## src/rtl/audio_uart_rx.sv

```systemverilog
`default_nettype none
// ============================================================================
// Module   : audio_uart_rx
// Brief    : UART 8N1 receiver with sync-byte frame assembler feeding a
//            ping-pong sample buffer with a registered read port.
// Options  : AUDIO_RX_CHECKSUM_EN - frames carry a trailing 8-bit modular sum
//            of the samples; the bank swaps only when that sum matches.
// Revision : 1.0 - initial release
// ============================================================================
module audio_uart_rx #(
`ifdef SIM
   parameter int         CLK_HZ     = 10000000,
`else
   parameter int         CLK_HZ     = 120000000,
`endif
   parameter int         BAUD       = 921600,
   parameter int         OVERSAMPLE = 16,
   parameter int         BUF_SIZE   = 32,
   parameter logic [7:0] SYNC_BYTE  = 8'hA5
) (
   input  logic                        clk,
   input  logic                        rst,
   input  logic                        rx,
   input  logic [$clog2(BUF_SIZE)-1:0] rd_addr,
   output logic signed [7:0]           rd_data,
   output logic                        byte_valid,
   output logic [7:0]                  byte_data,
   output logic                        frame_ready,
   output logic                        rd_bank,
   output logic [7:0]                  frame_count,
   output logic [7:0]                  err_count
);

   // Baud divider reload; a too-slow clock degenerates to one tick per clk.
   localparam int C_DIV_RAW = CLK_HZ / (BAUD * OVERSAMPLE) - 1;
   localparam int C_DIV     = (C_DIV_RAW < 0) ? 0 : C_DIV_RAW;
   localparam int C_DIV_W   = $clog2(C_DIV + 2);
   localparam int C_OS_W    = $clog2(OVERSAMPLE);
   localparam int C_AW      = $clog2(BUF_SIZE);

   localparam logic [C_DIV_W-1:0] C_DIV_LAST = C_DIV_W'(C_DIV);
   localparam logic [C_OS_W-1:0]  C_OS_HALF  = C_OS_W'(OVERSAMPLE / 2 - 1);
   localparam logic [C_OS_W-1:0]  C_OS_FULL  = C_OS_W'(OVERSAMPLE - 1);
   localparam logic [C_AW-1:0]    C_PTR_LAST = C_AW'(BUF_SIZE - 1);

   // Receiver states
   localparam logic [2:0] C_RX_IDLE  = 3'd0;
   localparam logic [2:0] C_RX_START = 3'd1;
   localparam logic [2:0] C_RX_DATA  = 3'd2;
   localparam logic [2:0] C_RX_STOP  = 3'd3;
   localparam logic [2:0] C_RX_BREAK = 3'd4;

   // Frame assembler states
   localparam logic [1:0] C_FR_HUNT  = 2'd0;
   localparam logic [1:0] C_FR_FILL  = 2'd1;
`ifdef AUDIO_RX_CHECKSUM_EN
   localparam logic [1:0] C_FR_CHECK = 2'd2;
`endif

   // Registered state
   logic [2:0]         sync_q, sync_d;          // [1] synchronized, [2] previous
   logic [C_DIV_W-1:0] baud_cnt_q, baud_cnt_d;
   logic [2:0]         rx_state_q, rx_state_d;
   logic [C_OS_W-1:0]  os_cnt_q, os_cnt_d;
   logic [2:0]         bit_cnt_q, bit_cnt_d;
   logic [7:0]         shift_q, shift_d;
   logic               byte_valid_q, byte_valid_d;
   logic [7:0]         byte_data_q, byte_data_d;
   logic [7:0]         err_count_q, err_count_d;
   logic [1:0]         fr_state_q, fr_state_d;
   logic [C_AW-1:0]    wr_ptr_q, wr_ptr_d;
   logic               rd_bank_q, rd_bank_d;
   logic               frame_ready_q, frame_ready_d;
   logic [7:0]         frame_count_q, frame_count_d;
   logic               have_frame_q, have_frame_d;
   logic [7:0]         rd_data_q, rd_data_d;
`ifdef AUDIO_RX_CHECKSUM_EN
   logic [7:0]         sum_q, sum_d;
`endif

   // Combinational strobes
   logic               w_rx;
   logic               w_fall;
   logic               w_restart;
   logic               w_tick;
   logic               w_frame_err;
   logic               w_cks_err;
   logic               w_we;
   logic [C_AW:0]      w_waddr;

   logic [7:0]         sample_mem [2*BUF_SIZE];

   assign w_rx      = sync_q[1];
   assign w_fall    = sync_q[2] & ~sync_q[1];
   assign w_restart = (rx_state_q == C_RX_IDLE) && w_fall;

   // Shift the raw line into the synchronizer; the third stage gives edge history.
   always_comb begin
      sync_d = {sync_q[1:0], rx};
   end

   // Oversampling tick generator, realigned to each detected start edge.
   always_comb begin
      baud_cnt_d = baud_cnt_q;
      w_tick     = 1'b0;
      if (w_restart) begin
         baud_cnt_d = '0;
      end else if (baud_cnt_q == C_DIV_LAST) begin
         baud_cnt_d = '0;
         w_tick     = 1'b1;
      end else begin
         baud_cnt_d = baud_cnt_q + 1'b1;
      end
   end

   // Bit-level receiver: start validation, LSB-first data, stop check, break wait.
   always_comb begin
      rx_state_d   = rx_state_q;
      os_cnt_d     = os_cnt_q;
      bit_cnt_d    = bit_cnt_q;
      shift_d      = shift_q;
      byte_valid_d = 1'b0;
      byte_data_d  = byte_data_q;
      w_frame_err  = 1'b0;
      case (rx_state_q)
         C_RX_IDLE: begin
            if (w_restart) begin
               rx_state_d = C_RX_START;
               os_cnt_d   = '0;
            end
         end
         C_RX_START: begin
            if (w_tick) begin
               if (os_cnt_q == C_OS_HALF) begin
                  os_cnt_d   = '0;
                  bit_cnt_d  = '0;
                  // A line already back high is a glitch, not a start bit.
                  rx_state_d = w_rx ? C_RX_IDLE : C_RX_DATA;
               end else begin
                  os_cnt_d = os_cnt_q + 1'b1;
               end
            end
         end
         C_RX_DATA: begin
            if (w_tick) begin
               if (os_cnt_q == C_OS_FULL) begin
                  os_cnt_d  = '0;
                  shift_d   = {w_rx, shift_q[7:1]};
                  bit_cnt_d = bit_cnt_q + 1'b1;
                  if (bit_cnt_q == 3'd7) begin
                     rx_state_d = C_RX_STOP;
                  end
               end else begin
                  os_cnt_d = os_cnt_q + 1'b1;
               end
            end
         end
         C_RX_STOP: begin
            if (w_tick) begin
               if (os_cnt_q == C_OS_FULL) begin
                  os_cnt_d = '0;
                  if (w_rx) begin
                     byte_valid_d = 1'b1;
                     byte_data_d  = shift_q;
                     rx_state_d   = C_RX_IDLE;
                  end else begin
                     w_frame_err = 1'b1;
                     rx_state_d  = C_RX_BREAK;
                  end
               end else begin
                  os_cnt_d = os_cnt_q + 1'b1;
               end
            end
         end
         C_RX_BREAK: begin
            // Any low sample restarts the one-bit-time high qualification.
            if (!w_rx) begin
               os_cnt_d = '0;
            end else if (w_tick) begin
               if (os_cnt_q == C_OS_FULL) begin
                  os_cnt_d   = '0;
                  rx_state_d = C_RX_IDLE;
               end else begin
                  os_cnt_d = os_cnt_q + 1'b1;
               end
            end
         end
         default: begin
            rx_state_d = C_RX_IDLE;
            os_cnt_d   = '0;
         end
      endcase
   end

   // Frame assembler: hunt for sync, fill the hidden bank, swap when complete.
   always_comb begin
      fr_state_d    = fr_state_q;
      wr_ptr_d      = wr_ptr_q;
      rd_bank_d     = rd_bank_q;
      frame_ready_d = 1'b0;
      frame_count_d = frame_count_q;
      have_frame_d  = have_frame_q;
      w_we          = 1'b0;
      w_cks_err     = 1'b0;
      w_waddr       = {~rd_bank_q, wr_ptr_q};
`ifdef AUDIO_RX_CHECKSUM_EN
      sum_d         = sum_q;
`endif
      case (fr_state_q)
         C_FR_HUNT: begin
            if (byte_valid_d && (shift_q == SYNC_BYTE)) begin
               fr_state_d = C_FR_FILL;
               wr_ptr_d   = '0;
`ifdef AUDIO_RX_CHECKSUM_EN
               sum_d      = '0;
`endif
            end
         end
         C_FR_FILL: begin
            if (w_frame_err) begin
               fr_state_d = C_FR_HUNT;
            end else if (byte_valid_d) begin
               w_we     = 1'b1;
               wr_ptr_d = wr_ptr_q + 1'b1;
`ifdef AUDIO_RX_CHECKSUM_EN
               sum_d    = sum_q + shift_q;
               if (wr_ptr_q == C_PTR_LAST) begin
                  fr_state_d = C_FR_CHECK;
               end
`else
               if (wr_ptr_q == C_PTR_LAST) begin
                  fr_state_d    = C_FR_HUNT;
                  rd_bank_d     = ~rd_bank_q;
                  frame_ready_d = 1'b1;
                  frame_count_d = frame_count_q + 8'd1;
                  have_frame_d  = 1'b1;
               end
`endif
            end
         end
`ifdef AUDIO_RX_CHECKSUM_EN
         C_FR_CHECK: begin
            if (w_frame_err) begin
               fr_state_d = C_FR_HUNT;
            end else if (byte_valid_d) begin
               fr_state_d = C_FR_HUNT;
               if (shift_q == sum_q) begin
                  rd_bank_d     = ~rd_bank_q;
                  frame_ready_d = 1'b1;
                  frame_count_d = frame_count_q + 8'd1;
                  have_frame_d  = 1'b1;
               end else begin
                  w_cks_err = 1'b1;
               end
            end
         end
`endif
         default: begin
            fr_state_d = C_FR_HUNT;
         end
      endcase
   end

   // Error counter saturates so a noisy line cannot wrap it back to zero.
   always_comb begin
      err_count_d = err_count_q;
      if ((w_frame_err || w_cks_err) && (err_count_q != 8'hFF)) begin
         err_count_d = err_count_q + 8'd1;
      end
   end

   // Read the visible bank; nothing valid is readable before the first swap.
   always_comb begin
      rd_data_d = have_frame_q ? sample_mem[{rd_bank_q, rd_addr}] : 8'h00;
   end

   // Sample storage write port, kept reset-free so it maps onto block RAM.
   always_ff @(posedge clk) begin
      if (w_we) begin
         sample_mem[w_waddr] <= shift_q;
      end
   end

   // State registers with asynchronous reset.
   always_ff @(posedge clk or posedge rst) begin
      if (rst) begin
         sync_q        <= 3'b111;
         baud_cnt_q    <= '0;
         rx_state_q    <= C_RX_IDLE;
         os_cnt_q      <= '0;
         bit_cnt_q     <= '0;
         shift_q       <= '0;
         byte_valid_q  <= 1'b0;
         byte_data_q   <= '0;
         err_count_q   <= '0;
         fr_state_q    <= C_FR_HUNT;
         wr_ptr_q      <= '0;
         rd_bank_q     <= 1'b0;
         frame_ready_q <= 1'b0;
         frame_count_q <= '0;
         have_frame_q  <= 1'b0;
         rd_data_q     <= '0;
`ifdef AUDIO_RX_CHECKSUM_EN
         sum_q         <= '0;
`endif
      end else begin
         sync_q        <= sync_d;
         baud_cnt_q    <= baud_cnt_d;
         rx_state_q    <= rx_state_d;
         os_cnt_q      <= os_cnt_d;
         bit_cnt_q     <= bit_cnt_d;
         shift_q       <= shift_d;
         byte_valid_q  <= byte_valid_d;
         byte_data_q   <= byte_data_d;
         err_count_q   <= err_count_d;
         fr_state_q    <= fr_state_d;
         wr_ptr_q      <= wr_ptr_d;
         rd_bank_q     <= rd_bank_d;
         frame_ready_q <= frame_ready_d;
         frame_count_q <= frame_count_d;
         have_frame_q  <= have_frame_d;
         rd_data_q     <= rd_data_d;
`ifdef AUDIO_RX_CHECKSUM_EN
         sum_q         <= sum_d;
`endif
      end
   end

   assign rd_data     = rd_data_q;
   assign byte_valid  = byte_valid_q;
   assign byte_data   = byte_data_q;
   assign frame_ready = frame_ready_q;
   assign rd_bank     = rd_bank_q;
   assign frame_count = frame_count_q;
   assign err_count   = err_count_q;

endmodule
`default_nettype wire

```

## config.mk

```make
export PLATFORM = sky130hd
export DESIGN_NAME = audio_uart_rx
export DESIGN_NICKNAME = d
export VERILOG_FILES = /design/src/rtl/audio_uart_rx.sv
export SDC_FILE = /design/constraint.sdc
export NUM_CORES = 1
export LEC_CHECK = 0
export CAP_MARGIN = 15
export CORE_MARGIN = 3
export CORE_UTILIZATION = 30
export CTS_BUF_LIST = sky130_fd_sc_hd__clkbuf_16
export CTS_CLUSTER_SIZE = 20
export DETAILED_ROUTE_END_ITERATION = 8
export GPL_TIMING_DRIVEN = 0
export HOLD_SLACK_MARGIN = 0.05
export PLACE_DENSITY = 0.49
export SYNTH_ARGS = -nofsm -noshare
export SYNTH_HDL_FRONTEND = slang
export SYNTH_SLANG_ARGS = --single-unit
```

## constraint.sdc

```tcl
create_clock -name clk -period 2.79 [get_ports clk]
set_input_delay 0.279 -clock clk [delete_from_list [all_inputs] [get_ports clk]]
set_output_delay 0.279 -clock clk [all_outputs]
set_load 0.05 [all_outputs]
```

== After elaboration in Yosys (flattened, before gate mapping) ==
Memories as Yosys holds them, arrays and structs flattened.
Index checks and enable logic that the tools add are counted.
Cells by class
  reduce and logical (&&, ||, !) cells: 16
  bitwise logic cells: 4
  equal/unequal tests: 28
  mux-type cells: 57
  $add $sub $neg: 6
Operators by type and width (count)
  2-to-1 mux 3 bit: 16
  2-to-1 mux 4 bit: 8
  != test 2 bit, second input constant: 14
  2-to-1 mux 1 bit: 19
  adder 8 x 1 -> 8 bit, second input constant: 2
  case mux 4 bit (4 select lines): 1
  2-to-1 mux 5 bit: 3
  case mux 3 bit (5 select lines): 1
  AND reduction 4 bit: 3
  AND reduction 11 bit: 1
  2-to-1 mux 2 bit: 5
  case mux 5 bit (2 select lines): 1
  adder 4 x 1 -> 4 bit, second input constant: 2
  == test 4 x 3 -> 1 bit, second input constant: 2
  == test 8 bit, second input constant: 1
  2-to-1 mux 8 bit: 1
  != test 8 bit, second input constant: 1
  == test 3 x 2 -> 1 bit, second input constant: 2
  == test 3 bit, second input constant: 2
  != test 3 bit, second input constant: 2
  case mux 3 bit (2 select lines): 1
  AND reduction 3 bit: 2
  adder 5 x 1 -> 5 bit, second input constant: 1
  == test 5 bit, second input constant: 1
  other kinds (14): 19
Storage, ports and cells
  bits in registers: 68
  input bits: 8
  memories kept: 1
  RAM bits: 512
Memories
  sample_mem: words 64, width 8, read ports 1, clocked after memory_dff 0, write ports 1, RTL line 91  | logic [7:0] sample_mem [2*BUF_SIZE];

== Depth between registers and ports, before layout ==
  word-level depth: 11
  depth in mapped cells: 9

== Worst setup path after synthesis ==
OpenSTA, ideal clock, no wires.
  path type: register to register
  start point: register baud_cnt_q[0]
  end point: memory sample_mem[55][0], enable pin
  stages on the path, launching flop included: 7
  data required time: 2405 ps
  path buffers: 0
  arrival time: 2308 ps
  setup time: 385 ps
  slack: 97 ps
  path through: dfrtp_1 -> ha_1 -> nand3b_4 -> nor4_4 -> nand4_1 -> or2_2 -> nor3b_1
On the way
  word-level cells in the longest chain between the ends: 10
Ends and longest elaborated chain
  from (decl): RTL line 62  | logic [C_DIV_W-1:0] baud_cnt_q, baud_cnt_d;
  from (signal assigned): RTL line 308  | baud_cnt_q <= baud_cnt_d;
  == test 4 x 3 -> 1 bit (*): RTL line 108  | end else if (baud_cnt_q == C_DIV_LAST) begin
  2-to-1 mux 1 bit (*): RTL line 108
  2-to-1 mux 1 bit (*): RTL line 106  | if (w_restart) begin
  2-to-1 mux 1 bit: RTL line 159  | if (w_tick) begin
  2-to-1 mux 1 bit: RTL line 125  | case (rx_state_q)
  2-to-1 mux 1 bit: RTL line 222  | end else if (byte_valid_d) begin
  2-to-1 mux 1 bit (*): RTL line 220  | if (w_frame_err) begin
  2-to-1 mux 1 bit (*): RTL line 209  | case (fr_state_q)
  2-to-1 mux 1 bit (*): RTL line 279  | if (w_we) begin
  2-to-1 mux 1 bit (not written as such) (*): RTL line 280  | sample_mem[w_waddr] <= shift_q;
  to (decl): RTL line 91
Every way passes the cells marked *; elsewhere a longest branch is shown, timed or not.

== Final worst setup path ==
  start point: input rd_addr[3]
  end point: register rd_data_q[7] (netlist: rd_data[7])
On the way
  word-level cells in the longest chain between the ends: 2
Ends and longest elaborated chain
  from (decl): RTL line 24  | input logic [$clog2(BUF_SIZE)-1:0] rd_addr,
  memory (64 x 8 bit)
  2-to-1 mux 8 bit: RTL line 274  | rd_data_d = have_frame_q ? sample_mem[{rd_bank_q, rd_addr}] : 8'h00;
  named net rd_data_d[7]: RTL line 76  | logic [7:0] rd_data_q, rd_data_d;
  to (signal assigned): RTL line 322  | rd_data_q <= rd_data_d;
  to (decl): RTL line 76
The timed path passes the listed nets, and every way through them passes these cells.
A chain may end at the register's enable or synchronous reset.

==> PnR_summary.wiki <==
{| class="wikitable"
! Metric !! Value
|-
| DIE AREA || between 0.07 and 0.08 sq mm
|-
| CTS tree || done
|-
| Cells after DPL || 2,201
|-
| Number of enable flip-flop cells after synthesis || ~500
|-
| Antenna-violating nets left || 0
|-
| Total GRT Usage || 0.160
|-
| Period utilization || 1.01
|-
| Post-route cell area || 0.0284 sq mm
|-
| Std-Cell Core Area || roughly 0.075 sq mm
|-
| Residual overflow from global routing || 0
|-
| Die span in x || approximately 280 microns
|-
| Biggest fanout along the worst timing path || 10
|-
| Startpoint of the tightest hold check path || rx
|-
| Initial core utilization || 0.305
|-
| Synthesized area || 0.0229 sq mm
|-
| CP most frequent cell || sky130_fd_sc_hd__clkbuf_1
|-
| Buffers added on ports || 39
|-
| Max Cap Viol || 0
|-
| Syn. warnings || 0
|-
| CTS clk-pin slew, worst paths || 0.06 ns
|-
| Number of distinct standard cells referenced by the synthesized netlist || 65
|-
| Startpoint of the most critical register-to-register path || os_cnt_q[0]
|-
| Global-route wire length before repair || roughly 90,000 microns
|-
| DRC violation count after routing || 0
|-
| Fraction of layout cells with a size suffix above 1 || 0.325
|-
| Cell type of the slowest stage on the worst timing path || sky130_fd_sc_hd__o41ai_1
|-
| Cell area after placement || approximately 0.025 sq mm
|-
| Syn_nets || 1,198
|-
| Area overhead of the layout relative to synthesis || 24.3%
|-
| HPWL after detailed placement || between 40,000 and 50,000 microns
|-
| Path type of the worst min-delay path || input pin to register
|-
| Vert. Die Dim || 282 microns
|-
| Largest stage delay on the critical path || 0.94 ns
|-
| Final Hold Vio Count || 0
|-
| CP Class || input pin to register
|-
| Largest net degree at the start of global routing || 57
|-
| Post-Place Setup Slack || -0.771 ns
|-
| Via count of the routed design || approximately 12,000
|-
| First-iteration detailed-routing DRC count || between 1,000 and 1,500
|-
| Critical Path End Type || register
|-
| Number of cells produced by synthesis || 1,182
|-
| Largest voltage drop on the vdd net || 339 uV
|-
| Max Root-Sink Buffers || 3
|-
| Skew final || 0.0224 ns
|-
| Shortest period the worst path allows || 2.81 ns
|-
| Failing checks || setup timing
|-
| Share of flip-flops with an asynchronous set or reset || 0.116
|-
| LEAKAGE || 9.27 nW
|-
| Mean area per synthesized cell || 19.4 sq um
|-
| Highest Clock Rate || roughly 0.36 GHz
|-
| Hold Slack || 0.0968 ns
|-
| Router iterations before antenna repair || 5
|-
| Final count of pins violating max slew || 0
|-
| Dominant delay contributor by cell family on the critical path || compound AO/OA/AOI/OAI gates
|-
| Normalized max-slew margin || 0.243
|-
| Number of global-route vias before repair || 12,268
|-
| CTS sink cnt || 579
|-
| Post-Route WL || approximately 63,000 microns
|-
| Number of setup violations in the final report || 1
|-
| Worst endpoint data arrival time || 3.21 ns
|-
| Setup TNS || -0.0247 ns
|-
| Non-filler instance count after layout || 2,384
|-
| Clock latency at the later pin of the worst-skew pair || around 0.60 ns
|-
| Nets || 1,380
|-
| Yosys reg bits || about 580
|-
| Top_reg_cell synth || sky130_fd_sc_hd__edfxtp_1
|-
| Nature of the critical path startpoint || input pin
|-
| Count of buffer and inverter cells on the critical path || 3
|-
| Data required time at the worst endpoint || 3.18 ns
|-
| Tightest Pin Transition || 1.13 ns
|-
| Final core utilization || 0.379
|-
| Cell-by-cell listing of the critical path || clkdlybuf4s50_1 > clkbuf_1 > clkbuf_1 > nand3b_1 > o221ai_1 > o41ai_1
|-
| Inserted Clock Buffers || 66
|-
| CTS Root Buffer Type || sky130_fd_sc_hd__clkbuf_16
|-
| Status || finished with violations
|-
| Site Rows || 100
|-
| Final setup margin || -0.0247 ns
|-
| I/O pin total || 43
|-
| Number of H-tree levels || 3
|-
| Overall Power || approximately 19 mW
|-
| Worst setup path startpoint || rd_addr[3]
|-
| Power density over the cells || 670 mW/mm^2
|-
| Register area share after synthesis || 0.746
|-
| Wire length per cell after detailed routing || 26.6 microns
|-
| Number of antenna violations at the first check in global routing || 2
|-
| Weighted congestion at the end of routability-driven global placement || just over 0.9
|-
| Number of vias per cell || around 5
|}
-- power breakdown --
part / switching [mW] / internal (mW)
Sequential: 0.0542 / 9.36
Combinational: 0.432 / 0.249
Clock: 3.44 / 5.50
-- layout make-up --
class	count	area (sq um)
diodes	1	2.50
plain buffers	63	305
clock buffers	71	1780
clock inverters	47	470
fillers	6761	46500
inverters	11	43.8
multi-input cells	527	5990
flip-flops and latches	579	17100
well taps	969	1210
repair buffers	116	1570
-- final timing paths --
kind                                     end  cells past startpoint  slack (ns)
setup / recovery                  rd_data[7]                      6       -0.02
hold / removal                     sync_q[0]                      1         0.1
setup reg to reg           sample_mem[32][6]                      7        0.17
hold reg to reg                    sync_q[1]                      0        0.36
max in group asynchronous         rd_data[1]                      4        1.65
min in group asynchronous       err_count[4]                      3        0.53
-- cell usage after synthesis (4+ instances only) --
| cell type | count | area share |
|---|---|---|
| sky130_fd_sc_hd__a21oi_1 | 14 | 0.0031 |
| sky130_fd_sc_hd__nand4_1 | 4 | 0.0011 |
| sky130_fd_sc_hd__nand2b_1 | 8 | 0.0022 |
| sky130_fd_sc_hd__dfrtp_1 | 64 | 0.070 |
| sky130_fd_sc_hd__mux2_2 | 22 | 0.011 |
| sky130_fd_sc_hd__nor3_1 | 22 | 0.0048 |
| sky130_fd_sc_hd__mux2i_1 | 26 | 0.011 |
| sky130_fd_sc_hd__nor2_1 | 92 | 0.015 |
| sky130_fd_sc_hd__o22ai_1 | 17 | 0.0046 |
| sky130_fd_sc_hd__buf_4 | 8 | 0.0026 |
| sky130_fd_sc_hd__edfxtp_1 | 512 | 0.67 |
| sky130_fd_sc_hd__o221ai_1 | 4 | 0.0015 |
| sky130_fd_sc_hd__xor2_1 | 8 | 0.0031 |
| sky130_fd_sc_hd__nor4_1 | 4 | 0.0011 |
| sky130_fd_sc_hd__nand3b_1 | 6 | 0.0020 |
| sky130_fd_sc_hd__ha_1 | 8 | 0.0044 |
| sky130_fd_sc_hd__xnor2_1 | 8 | 0.0031 |
| sky130_fd_sc_hd__a22o_1 | 6 | 0.0023 |
| sky130_fd_sc_hd__inv_1 | 9 | 0.0015 |
| sky130_fd_sc_hd__clkbuf_1 | 26 | 0.0043 |
| sky130_fd_sc_hd__or3_1 | 6 | 0.0016 |
| sky130_fd_sc_hd__mux4_2 | 128 | 0.13 |
| sky130_fd_sc_hd__a221oi_1 | 4 | 0.0015 |
| sky130_fd_sc_hd__or3b_2 | 5 | 0.0019 |
| sky130_fd_sc_hd__o21ai_0 | 25 | 0.0055 |
| sky130_fd_sc_hd__nand3_1 | 17 | 0.0037 |
| sky130_fd_sc_hd__nand2_1 | 30 | 0.0049 |
| sky130_fd_sc_hd__nor2b_1 | 9 | 0.0025 |
| sky130_fd_sc_hd__buf_1 | 5 | 0.00082 |
| sky130_fd_sc_hd__a211oi_1 | 7 | 0.0023 |
| sky130_fd_sc_hd__buf_2 | 25 | 0.0055 |
-- layout by cell type, fill, tap and decap left out, types with 17 or more instances in the layout --
cell type,count
sky130_fd_sc_hd__buf_12,41
sky130_fd_sc_hd__buf_2,24
sky130_fd_sc_hd__buf_4,36
sky130_fd_sc_hd__clkbuf_1,22
sky130_fd_sc_hd__clkbuf_16,71
sky130_fd_sc_hd__clkdlybuf4s50_1,39
sky130_fd_sc_hd__dfrtp_1,56
sky130_fd_sc_hd__edfxtp_1,512
sky130_fd_sc_hd__inv_1,20
sky130_fd_sc_hd__mux2_2,22
sky130_fd_sc_hd__mux2i_1,26
sky130_fd_sc_hd__mux4_2,128
sky130_fd_sc_hd__nand2_1,30
sky130_fd_sc_hd__nor2_1,31
sky130_fd_sc_hd__nor2_4,59
sky130_fd_sc_hd__nor3_1,21
sky130_fd_sc_hd__o21ai_0,25
sky130_fd_sc_hd__o22ai_1,17
-- cells by family (layout without fill, tap and decap cells) --
family | count (synthesis) | after routing | share of synthesized area
compound gates | 97 | 97 | 0.0280
xor+xnor | 17 | 17 | 0.00684
fa+ha+maj | 8 | 8 | 0.00438
buf+inv | 76 | 308 | 0.0152
flops | 579 | 579 | 0.746
mux | 176 | 176 | 0.148
other cells | 0 | 1 | 0
simple gates | 229 | 229 | 0.0517
-- layer usage --
| metal | GRT usage | part of all wire | vias to the layer above |
|---|---|---|---|
| li1 | - | - | 5171 |
| met4 | 0.0500 | 0.026 | 0 |
| met1 | 0.228 | 0.45 | 6532 |
| met3 | 0.0380 | 0.064 | 95 |
| met2 | 0.244 | 0.46 | 401 |
| met5 | 0 | 0 | - |
-- flip-flops by register name, summed over array words and instances (netlist names) --
name / count
rx_state_q: 3
sample_mem: 512
sync_q: 3
fr_state_q: 1
os_cnt_q: 4
rd_data: 8
frame_count: 8
shift_q: 8
byte_valid: 1
have_frame_q: 1
baud_cnt_q: 4
frame_ready: 1
err_count: 8
byte_data: 8
rd_bank: 1
wr_ptr_q: 5
bit_cnt_q: 3
-- timing repair --
item	in CTS	in global routing
gates resized for setup	122	14
buffers inserted	34	28
hold endpoints to repair	14	0
endpoints found under the setup margin	504	386
pin swaps	20	19
hold buffers	1	0
(Power assumes the default switching activity.)
